[src/rtl/mem_access_stage.sv]
// MEM pipeline stage: valid/ready data-memory handshake, store lane steering, load alignment/extension.
// Optional feature macro: MEM_MISALIGN_TRAP_EN (traps misaligned half/word accesses via out_misaligned).
module mem_access_stage #(
  parameter int XLEN           = 32,
  parameter int TIMEOUT_CYCLES = 64
) (
  input  logic            clk,
  input  logic            reset,
  input  logic            in_valid,
  input  logic [XLEN-1:0] in_alu_out,
  input  logic [XLEN-1:0] in_store_data,
  input  logic [2:0]      in_funct3,
  input  logic            in_mem_read,
  input  logic            in_mem_write,
  input  logic [4:0]      in_rd,
  input  logic            in_write_enable,
  output logic            dmem_req_valid,
  input  logic            dmem_req_ready,
  output logic [XLEN-1:0] dmem_req_addr,
  output logic            dmem_req_we,
  output logic [XLEN-1:0] dmem_req_wdata,
  output logic [3:0]      dmem_req_be,
  input  logic            dmem_resp_valid,
  input  logic [XLEN-1:0] dmem_resp_rdata,
`ifdef MEM_MISALIGN_TRAP_EN
  output logic            out_misaligned,
`endif
  output logic            out_stall,
  output logic            out_valid,
  output logic [XLEN-1:0] out_result,
  output logic [4:0]      out_rd,
  output logic            out_write_enable,
  output logic            out_bus_error
);

  typedef enum logic [1:0] {IDLE = 2'd0, REQ = 2'd1, WAIT = 2'd2} state_t;

  localparam logic [7:0] TMO_LAST = 8'(TIMEOUT_CYCLES - 1);

  state_t          state;
  logic [7:0]      tmo_cnt;
  logic [XLEN-1:0] lat_addr;
  logic [2:0]      lat_funct3;
  logic            lat_wen;

  logic            is_memop;
  logic            misaligned;
  logic            timeout_hit;
  logic [3:0]      next_be;
  logic [XLEN-1:0] next_wdata;
  logic [7:0]      ld_byte;
  logic [15:0]     ld_half;
  logic [XLEN-1:0] load_data;

  assign is_memop       = in_valid & (in_mem_read | in_mem_write);
  assign timeout_hit    = (state != IDLE) && (tmo_cnt == TMO_LAST);
  assign dmem_req_valid = (state == REQ) && !timeout_hit;
  assign dmem_req_addr  = {lat_addr[XLEN-1:2], 2'b00};

`ifdef MEM_MISALIGN_TRAP_EN
  assign misaligned = (in_funct3[1:0] == 2'b01) ? in_alu_out[0]
                    : (in_funct3[1:0] != 2'b00) && (in_alu_out[1:0] != 2'b00);
`else
  assign misaligned = 1'b0;
`endif

  // Store lane steering; funct3 values other than byte/half fall back to a full word.
  always_comb begin
    next_be    = 4'b1111;
    next_wdata = in_store_data;
    case (in_funct3[1:0])
      2'b00: begin
        next_be    = 4'b0001 << in_alu_out[1:0];
        next_wdata = {4{in_store_data[7:0]}};
      end
      2'b01: begin
        next_be    = 4'b0011 << {in_alu_out[1], 1'b0};
        next_wdata = {2{in_store_data[15:0]}};
      end
      default: ;
    endcase
  end

  always_comb begin
    ld_byte   = dmem_resp_rdata[{lat_addr[1:0], 3'b000} +: 8];
    ld_half   = dmem_resp_rdata[{lat_addr[1], 4'b0000} +: 16];
    load_data = dmem_resp_rdata;
    case (lat_funct3[1:0])
      2'b00:   load_data = {{(XLEN-8){~lat_funct3[2] & ld_byte[7]}}, ld_byte};
      2'b01:   load_data = {{(XLEN-16){~lat_funct3[2] & ld_half[15]}}, ld_half};
      default: ;
    endcase
  end

  // Stall drops in the completion (or abort) cycle so EX/MEM advances on that edge.
  always_comb begin
    out_stall = 1'b0;
    case (state)
      IDLE:    out_stall = is_memop & ~misaligned;
      REQ:     out_stall = ~timeout_hit & ~(dmem_req_ready & dmem_req_we);
      WAIT:    out_stall = ~timeout_hit & ~dmem_resp_valid;
      default: out_stall = 1'b0;
    endcase
    out_stall = out_stall & reset;
  end

  always_ff @(posedge clk or negedge reset) begin
    if (!reset) begin
      state            <= IDLE;
      tmo_cnt          <= '0;
      lat_addr         <= '0;
      lat_funct3       <= '0;
      lat_wen          <= 1'b0;
      dmem_req_we      <= 1'b0;
      dmem_req_wdata   <= '0;
      dmem_req_be      <= '0;
      out_valid        <= 1'b0;
      out_result       <= '0;
      out_rd           <= '0;
      out_write_enable <= 1'b0;
      out_bus_error    <= 1'b0;
`ifdef MEM_MISALIGN_TRAP_EN
      out_misaligned   <= 1'b0;
`endif
    end else begin
      out_valid        <= 1'b0;
      out_write_enable <= 1'b0;
      out_bus_error    <= 1'b0;
`ifdef MEM_MISALIGN_TRAP_EN
      out_misaligned   <= 1'b0;
`endif
      case (state)
        IDLE: begin
          if (in_valid) begin
            out_rd <= in_rd;
            if (!(in_mem_read | in_mem_write)) begin
              out_valid        <= 1'b1;
              out_result       <= in_alu_out;
              out_write_enable <= in_write_enable;
            end else if (misaligned) begin
              out_valid      <= 1'b1;
              out_result     <= in_alu_out;
`ifdef MEM_MISALIGN_TRAP_EN
              out_misaligned <= 1'b1;
`endif
            end else begin
              lat_addr       <= in_alu_out;
              lat_funct3     <= in_funct3;
              lat_wen        <= in_write_enable;
              dmem_req_we    <= in_mem_write;
              dmem_req_be    <= next_be;
              dmem_req_wdata <= next_wdata;
              tmo_cnt        <= '0;
              state          <= REQ;
            end
          end
        end
        REQ: begin
          if (timeout_hit) begin
            state         <= IDLE;
            out_valid     <= 1'b1;
            out_bus_error <= 1'b1;
            out_result    <= '0;
          end else begin
            tmo_cnt <= tmo_cnt + 8'd1;
            if (dmem_req_ready) begin
              if (dmem_req_we) begin
                state      <= IDLE;
                out_valid  <= 1'b1;
                out_result <= lat_addr;
              end else begin
                state <= WAIT;
              end
            end
          end
        end
        WAIT: begin
          if (dmem_resp_valid) begin
            state            <= IDLE;
            out_valid        <= 1'b1;
            out_result       <= load_data;
            out_write_enable <= lat_wen;
          end else if (timeout_hit) begin
            state         <= IDLE;
            out_valid     <= 1'b1;
            out_bus_error <= 1'b1;
            out_result    <= '0;
          end else begin
            tmo_cnt <= tmo_cnt + 8'd1;
          end
        end
        default: state <= IDLE;
      endcase
    end
  end

endmodule

[config.mk]
export PLATFORM = sky130hd
export DESIGN_NAME = mem_access_stage
export DESIGN_NICKNAME = d
export VERILOG_FILES = /design/src/rtl/mem_access_stage.sv
export SDC_FILE = /design/constraint.sdc
export NUM_CORES = 1
export LEC_CHECK = 0
export BUFFER_PORTS_ARGS = -buffer_cell sky130_fd_sc_hd__buf_2
export CORE_MARGIN = 2
export CORE_UTILIZATION = 45
export DETAILED_ROUTE_END_ITERATION = 16
export GPL_ROUTABILITY_DRIVEN = 0
export GPL_TIMING_DRIVEN = 0
export PLACE_DENSITY = 0.83
export SETUP_SLACK_MARGIN = 0.2
export SYNTH_ARGS = -nofsm -noshare
export SYNTH_HDL_FRONTEND = slang
export SYNTH_SLANG_ARGS = --single-unit
[constraint.sdc]
create_clock -name clk -period 3.1 [get_ports clk]
set_clock_uncertainty 0.1 [all_clocks]
set_input_delay 0.465 -clock clk [delete_from_list [all_inputs] [get_ports clk]]
set_output_delay 0.465 -clock clk [all_outputs]
set_load 0.005 [all_outputs]
==> metrics.md, run 1 <==
| Metric | Value |
|---|---|
| Outcome | `complete, no violations` |
| Mean Syn Cell Area | `10.3 µm²` |
| Final Cycle Share | `91.6%` |
| CTS root buf | `clkbuf_16` |
| Ys Warns | `0` |
| RSZ-0062 raised after global routing | `no` |
| Antenna Nets Post-Route | `0` |
| Max Fclk | `352 MHz` |
| TritonCTS clock tree | `built` |
| Slew Limit Fails | `0` |
| Largest net degree at the start of global routing | `75` |
| GRT overflow | `0` |
| PortBufs | `220` |
| Predominant post-synthesis flop cell | `dfrtp_1` |
| Most frequent cells in the layout | `226 x buf_2, 123 x dfrtp_1, 72 x nand2_1` |
| I/O pin cnt | `223` |
| CP Max Fanout | `10` |
| Leakage | `4.18 nW` |
| Commonest non-fill, non-tap cell in the layout | `buf_2` |
| First-pass GRT wire length | `32100 µm` |
| Register area share after synthesis | `47.3%` |
| Vias in the first global route | `5970` |
| Post-synth EDFFs | `0` |
| Worst-Skew Late Latency | `0.42 ns` |
| Core Footprint | `14000 µm²` |
| Worst reg2reg path depth | `10` |
| DP Wirelength | `14900 µm` |
| H-Tree Depth | `4` |
| Crit path capture | `dmem_req_valid` |
| Worst relative slew slack | `25.6%` |
| PnR worst setup slack | `0.260 ns` |
| Die area | `15400 µm²` |
| Hold Crit Class | `in -> reg` |
| Netlist cell types | `50` |
| Total CTS buffers | `17` |
| Synthesis-to-layout area growth | `33.1%` |
| Fin nets | `994` |
| Core Rows | `43` |
| Asr flop ratio synth | `100%` |
| Synthesis-stage register bit count | `123` |
| Reg-to-Reg End | `out_result[2]` |
| Die H | `124 µm` |
| Setup CP Type | `reg -> out` |
| Share of cells above drive strength 1 | `38.9%` |
| Layout fillers | `1217` |
| Worst EP required | `2.53 ns` |
| Initial antenna violation count | `1` |
| Power Density | `1110 nW/µm²` |
| Crit path arrival time | `2.28 ns` |
| Final Critical Period | `2.84 ns` |
| Element type at the critical path end | `output pin` |
| Vias per inst | `5.58` |
| Worst Setup Start Kind | `flip-flop` |
| Final Util | `61.9%` |
| CTS Sinks | `123` |
| Worst slew pin tran | `1.10 ns` |
| Starting Density | `46.5%` |
| GRT Util Overall | `26.3%` |
| Die X | `124 µm` |
| Synth Instances | `629` |
| Final non-filler cell total | `1069` |
| Peak supply drop | `0.493 mV` |
| Placement Setup Slack | `0.225 ns` |
| Critical path origin | `state[1]` |
| Initial DRT Pass Iterations | `5` |
| Setup slack, reg-to-reg | `0.34 ns` |
| RR Startpoint | `state[1]` |
| Final setup violation count | `0` |
| Initial DRC Count | `456` |
| Worst hold margin | `0.159 ns` |
| # Max-Cap Violations | `0` |
| Hold Fails Final Rpt | `0` |
| Total length of routed wires | `20300 µm` |
| Deepest clock path buffer count | `2` |
| Syn Std Cell Area | `6510 µm²` |
| # DRC | `0` |
| Drt wl/cell | `19.0 µm` |
| Via count | `5968` |
| Dpl cells | `1031` |
| Clock-pin slew on the worst setup and hold paths | `0.06 ns` |
[worst min-delay path by stage]
stage	startpoint	to	slack, ns	cells after the start
after floorplan	reset	dmem_req_be[0]	0.07	0
after global placement	out_result[8]	out_result[8]	0.36	2
after detailed placement	reset	out_result[28]	0.35	1
after CTS	in_rd[1]	out_rd[1]	0.15	2
after global routing	in_rd[0]	out_rd[0]	0.15	2
final	in_rd[1]	out_rd[1]	0.16	2
[flip-flops by register name, summed over array words and instances (netlist names)]
name / cells
out_valid: 1
dmem_req_be: 4
dmem_req_we: 1
tmo_cnt: 8
out_result: 32
out_rd: 5
lat_wen: 1
lat_funct3: 3
state: 2
dmem_req_wdata: 32
out_bus_error: 1
out_write_enable: 1
lat_addr: 32
[power by group]
group | total [mW] | switching, mW | internal, mW
sequential | 2.83 | 0.475 | 2.35
combinational | 4.42 | 2.40 | 2.02
clock | 2.39 | 0.742 | 1.65
total | 9.63 | 3.62 | 6.02
[through the flow]
step | setup TNS, ns | power, mW | area [µm²]
after floorplan | 0 | 5.53 | 6510
after global placement | -26.09 | 6.99 | 7840
after detailed placement | 0 | 7.15 | 7870
after CTS | 0 | 9.60 | 8620
after global routing | 0 | 10.2 | 8660
final | 0 | 9.63 | 8660
[cells in the mapped netlist, drive strengths merged, types with 2 or more instances]
master / count / area share [%]
a21oi: 21 / 1.6
o211ai: 2 / 0.23
xor2: 6 / 0.81
buf: 46 / 5.2
a211oi: 8 / 0.92
nand2: 72 / 4.2
nand3: 6 / 0.46
o21ai: 109 / 10
o211a: 2 / 0.31
dfrtp: 123 / 47
nand4: 4 / 0.38
or3: 2 / 0.19
a221o: 5 / 0.77
mux2i: 32 / 4.9
o31a: 2 / 0.27
nor4: 2 / 0.29
nor3: 2 / 0.15
and2: 4 / 0.38
nand2b: 3 / 0.29
mux2: 50 / 8.7
and3: 3 / 0.29
nor2b: 5 / 0.48
clkbuf: 30 / 1.7
inv: 7 / 0.40
nor2: 27 / 1.6
nand4b: 10 / 1.3
a32o: 2 / 0.31
a221oi: 23 / 3.1
nor3b: 3 / 0.35
ha: 6 / 1.2
[layout make-up]
class                   instances  area (µm²)  share of cell area, %
flip-flops and latches        123        3080                   35.5
multi-input cells             424        2970                   34.3
repair buffers                227        1190                   13.7
plain buffers                  76         472                   5.44
clock buffers                  20         467                   5.39
clock inverters                11         239                   2.76
well taps                     180         225                   2.60
inverters                       7        26.3                  0.303
diodes                          1        2.50                 0.0289
[worst max-delay path: stages (launching register included)]
cell and delay [ns]:
dfrtp_1 0.39, inv_2 0.07, ha_1 0.19, buf_6 0.14
or3_4 0.39, o31a_1 0.25, buf_6 0.15, buf_8 0.15
buf_2 0.13
[layer usage]
metal	GRT usage (%)	wire length, µm	vias up
met1	33.4	8120	2852
met4	9.65	549	0
li1	-	-	2749
met2	42.1	9650	320
met3	8.89	1990	47
met5	0	0	-
[kinds of logic after synthesis]
family,Yosys count,synth area share (%)
buf+inv,83,7.36
simple gates,147,10.9
fa+ha+maj,6,1.15
xor+xnor,6,0.807
mux,82,13.6
other cells,1,0.0576
compound gates,181,18.9
flops,123,47.3
[what timing repair did]
item / CTS / global route
hold buffers: 1 / 0
cloned: 0 / 0
endpoints found under the hold margin: 50 / 0
gates resized for setup: 6 / 10
pin swaps: 0 / 1
endpoints found under the setup margin: 11 / 33
setup buffers: 2 / 3
Power figures use the tool's default switching activity.
==> inputs of run 2 (changes only) <==
--- a/config.mk
+++ b/config.mk
@@ -6,12 +6,15 @@
 export NUM_CORES = 1
 export LEC_CHECK = 0
 export BUFFER_PORTS_ARGS = -buffer_cell sky130_fd_sc_hd__buf_2
+export CELL_PAD_IN_SITES_DETAIL_PLACEMENT = 0
+export CELL_PAD_IN_SITES_GLOBAL_PLACEMENT = 1
 export CORE_MARGIN = 2
-export CORE_UTILIZATION = 45
+export CORE_UTILIZATION = 38
+export CTS_BUF_LIST = sky130_fd_sc_hd__clkbuf_16
 export DETAILED_ROUTE_END_ITERATION = 16
 export GPL_ROUTABILITY_DRIVEN = 0
 export GPL_TIMING_DRIVEN = 0
-export PLACE_DENSITY = 0.83
+export PLACE_DENSITY = 0.9
 export SETUP_SLACK_MARGIN = 0.2
 export SYNTH_ARGS = -nofsm -noshare
 export SYNTH_HDL_FRONTEND = slang
==> metrics.md, run 2 (synthesized netlist as in run 1, its figures left out) <==
| Metric | Value |
|---|---|
| Largest registers | `dmem_req_wdata: 32 flops, lat_addr: 32 flops, out_result: 32 flops` |
| PortBufs | `220 (unchanged)` |
| Setup slack, reg-to-reg | `0.33 ns (about the same)` |
| Setup CP Type | `reg -> out` |
| Sequential share of power | `30.8% (+1.4 points)` |
| Starting Density | `39.1% (-7.4 points)` |
| Hold Crit Class | `in -> reg` |
| Clock power share | `21.3% (-3.5 points)` |
| Tot Pwr | `9.16 mW (-4.9%)` |
| Slew Limit Fails | `0 (unchanged)` |
| Deepest clock path buffer count | `2 (unchanged)` |
| Final Critical Period | `2.83 ns (-0.00653 ns)` |
| Via count | `5936 (-0.54%)` |
| Dpl cells | `1071 (+3.9%)` |
| First-pass GRT wire length | `32100 µm (-0.13%)` |
| Leakage | `4.10 nW (-1.8%)` |
| Finished Cell Area | `8550 µm² (-1.3%)` |
| # DRC | `0 (unchanged)` |
| CP Max Fanout | `10 (unchanged)` |
| Worst Setup Start Kind | `flip-flop` |
| TritonCTS clock tree | `built` |
| Element type at the critical path end | `output pin` |
| Peak supply drop | `0.452 mV (-8.3%)` |
| Switch Pwr | `3.58 mW (-0.96%)` |
| Total CTS buffers | `17 (unchanged)` |
| Core Rows | `47 (+9.3%)` |
| Initial DRC Count | `380 (-17%)` |
| Worst-Skew Late Latency | `0.41 ns (about the same)` |
| I/O pin cnt | `223 (unchanged)` |
| Synthesis-to-layout area growth | `31.4%` |
| Worst slew pin tran | `1.10 ns (-0.000294 ns)` |
| Final Cycle Share | `91.4% (-0.21 points)` |
| Most frequent cells in the layout | `226 x buf_2, 123 x dfrtp_1, 72 x nand2_1` |
| Crit path arrival time | `2.27 ns (about the same)` |
| GRT overflow | `0 (unchanged)` |
| Antenna Nets Post-Route | `0 (unchanged)` |
| # Max-Cap Violations | `0 (unchanged)` |
| Hold Crit Depth | `2 (unchanged)` |
| Reg-to-Reg End | `out_result[26]` |
| Placement Setup Slack | `0.157 ns (-0.0671 ns)` |
| H-Tree Depth | `4 (unchanged)` |
| Outcome | `complete, no violations` |
| Switching portion of total power | `39.1% (+1.6 points)` |
| Die area | `18200 µm² (+18%)` |
| DP Wirelength | `15600 µm (+4.3%)` |
| Largest net degree at the start of global routing | `65 (-13%)` |
| Vias per inst | `5.37 (-3.8%)` |
| Vias in the first global route | `5958 (-0.20%)` |
| Initial antenna violation count | `3 (+2)` |
| CTS root buf | `clkbuf_16` |
| Hold Fails Final Rpt | `0 (unchanged)` |
| GRT Util Overall | `23.0% (-3.3 points)` |
| Final setup violation count | `0 (unchanged)` |
| Drt wl/cell | `18.9 µm (-0.67%)` |
| PnR worst setup slack | `0.266 ns (+0.00653 ns)` |
| CTS Sinks | `123 (unchanged)` |
| Worst relative slew slack | `25.7% (about the same)` |
| Die H | `135 µm (+8.5%)` |
| Share of cells above drive strength 1 | `38.1% (-0.80 points)` |
| Clock-pin slew on the worst setup and hold paths | `0.05 ns (about the same)` |
| Final non-filler cell total | `1105 (+3.4%)` |
| Max Fclk | `353 MHz (+0.23%)` |
| Power Density | `1070 nW/µm² (-3.7%)` |
| RR Startpoint | `state[0]` |
| Commonest non-fill, non-tap cell in the layout | `buf_2` |
| End of the worst hold path | `out_rd[1]` |
| Worst EP required | `2.53 ns (about the same)` |
| Initial DRT Pass Iterations | `5 (unchanged)` |
| Layout fillers | `1552 (+28%)` |
| RSZ-0062 raised after global routing | `no` |
| Core Footprint | `16600 µm² (+19%)` |
| TNS Setup | `0 ns (unchanged)` |
| Hold Startpoint | `in_rd[1]` |
| Area after DPL | `7920 µm² (+0.64%)` |
| Total length of routed wires | `20900 µm (+2.7%)` |
| Comb power frac | `47.9% (+2.1 points)` |
| Final Util | `51.4% (-11 points)` |
| Worst reg2reg path depth | `10 (unchanged)` |
| Fin nets | `991 (-0.30%)` |
| Worst hold margin | `0.163 ns (+0.00399 ns)` |
| Int Power | `5.58 mW (-7.3%)` |
| Die X | `135 µm (+8.5%)` |
==> run 2: cell types whose count changed in the layout (fill, tap and decap cells not counted), sizes merged <==
| cell | change |
|---|---|
| buf | -2 |
| clkbuf | -4 |
| diode | +1 |
| inv | +2 |
| clkinv | +3 |
| bufinv | -4 |
==> run 2: worst max path at each step <==
| stage | from | cells past startpoint | to | slack (ns) |
|---|---|---|---|---|
| 2_1_floorplan | state[0] | 10 | out_result[10] | 0.60 |
| 3_3_place_gp | reset | 4 | out_stall | -0.55 |
| 3_5_place_dp | state[0] | 7 | lat_addr[31] | 0.16 |
| 4_1_cts | state[0] | 8 | out_stall | 0.20 |
| 5_1_grt | state[0] | 8 | out_stall | 0.20 |
| 6_report | state[0] | 8 | dmem_req_valid | 0.27 |
==> run 2: power by group through the flow <==
stage                     Clock (mW)  Sequential, mW  Combinational (mW)
after floorplan                    0            2.79                2.74
after global placement             0            2.82                4.25
after detailed placement           0            2.84                4.33
after CTS                       1.98            2.81                4.38
after global routing            2.06            2.91                4.83
final                           1.95            2.82                4.39
==> run 2: layout make-up <==
type                       count  area [µm²]  share of cell area [%]
tap                          220         275                    3.22
clock buffer                  17         425                    4.97
clock inverter                12         135                    1.58
buffer                        76         472                    5.51
sequential                   123        3080                    36.0
inverter                       7        26.3                   0.307
multi-input combinational    424        2970                    34.7
timing repair buffer         224        1170                    13.7
antenna                        2        5.00                  0.0585
==> run 2: what timing repair did <==
action / in CTS / in global routing
hold buffers: 1 / 0
resized for setup: 5 / 13
pin swaps: 0 / 1
endpoints found under the setup margin: 16 / 30
buffers inserted: 2 / 0
hold endpoints to repair: 60 / 0
==> run 2: layer usage <==
layer	GRT usage [%]	wire length [µm]	up-vias
li1	-	-	2725
met1	30.4	8890	2886
met2	35.4	9560	287
met3	6.87	1860	36
met4	9.59	528	2
met5	0	14	-
==> run 2: worst max-delay path: stages, from the launching register on <==
cell     delay (ns)
dfrtp_1        0.38
inv_2          0.07
ha_1           0.21
buf_6          0.14
or3_4          0.38
o31a_1         0.26
buf_6          0.15
buf_8          0.15
buf_2          0.13
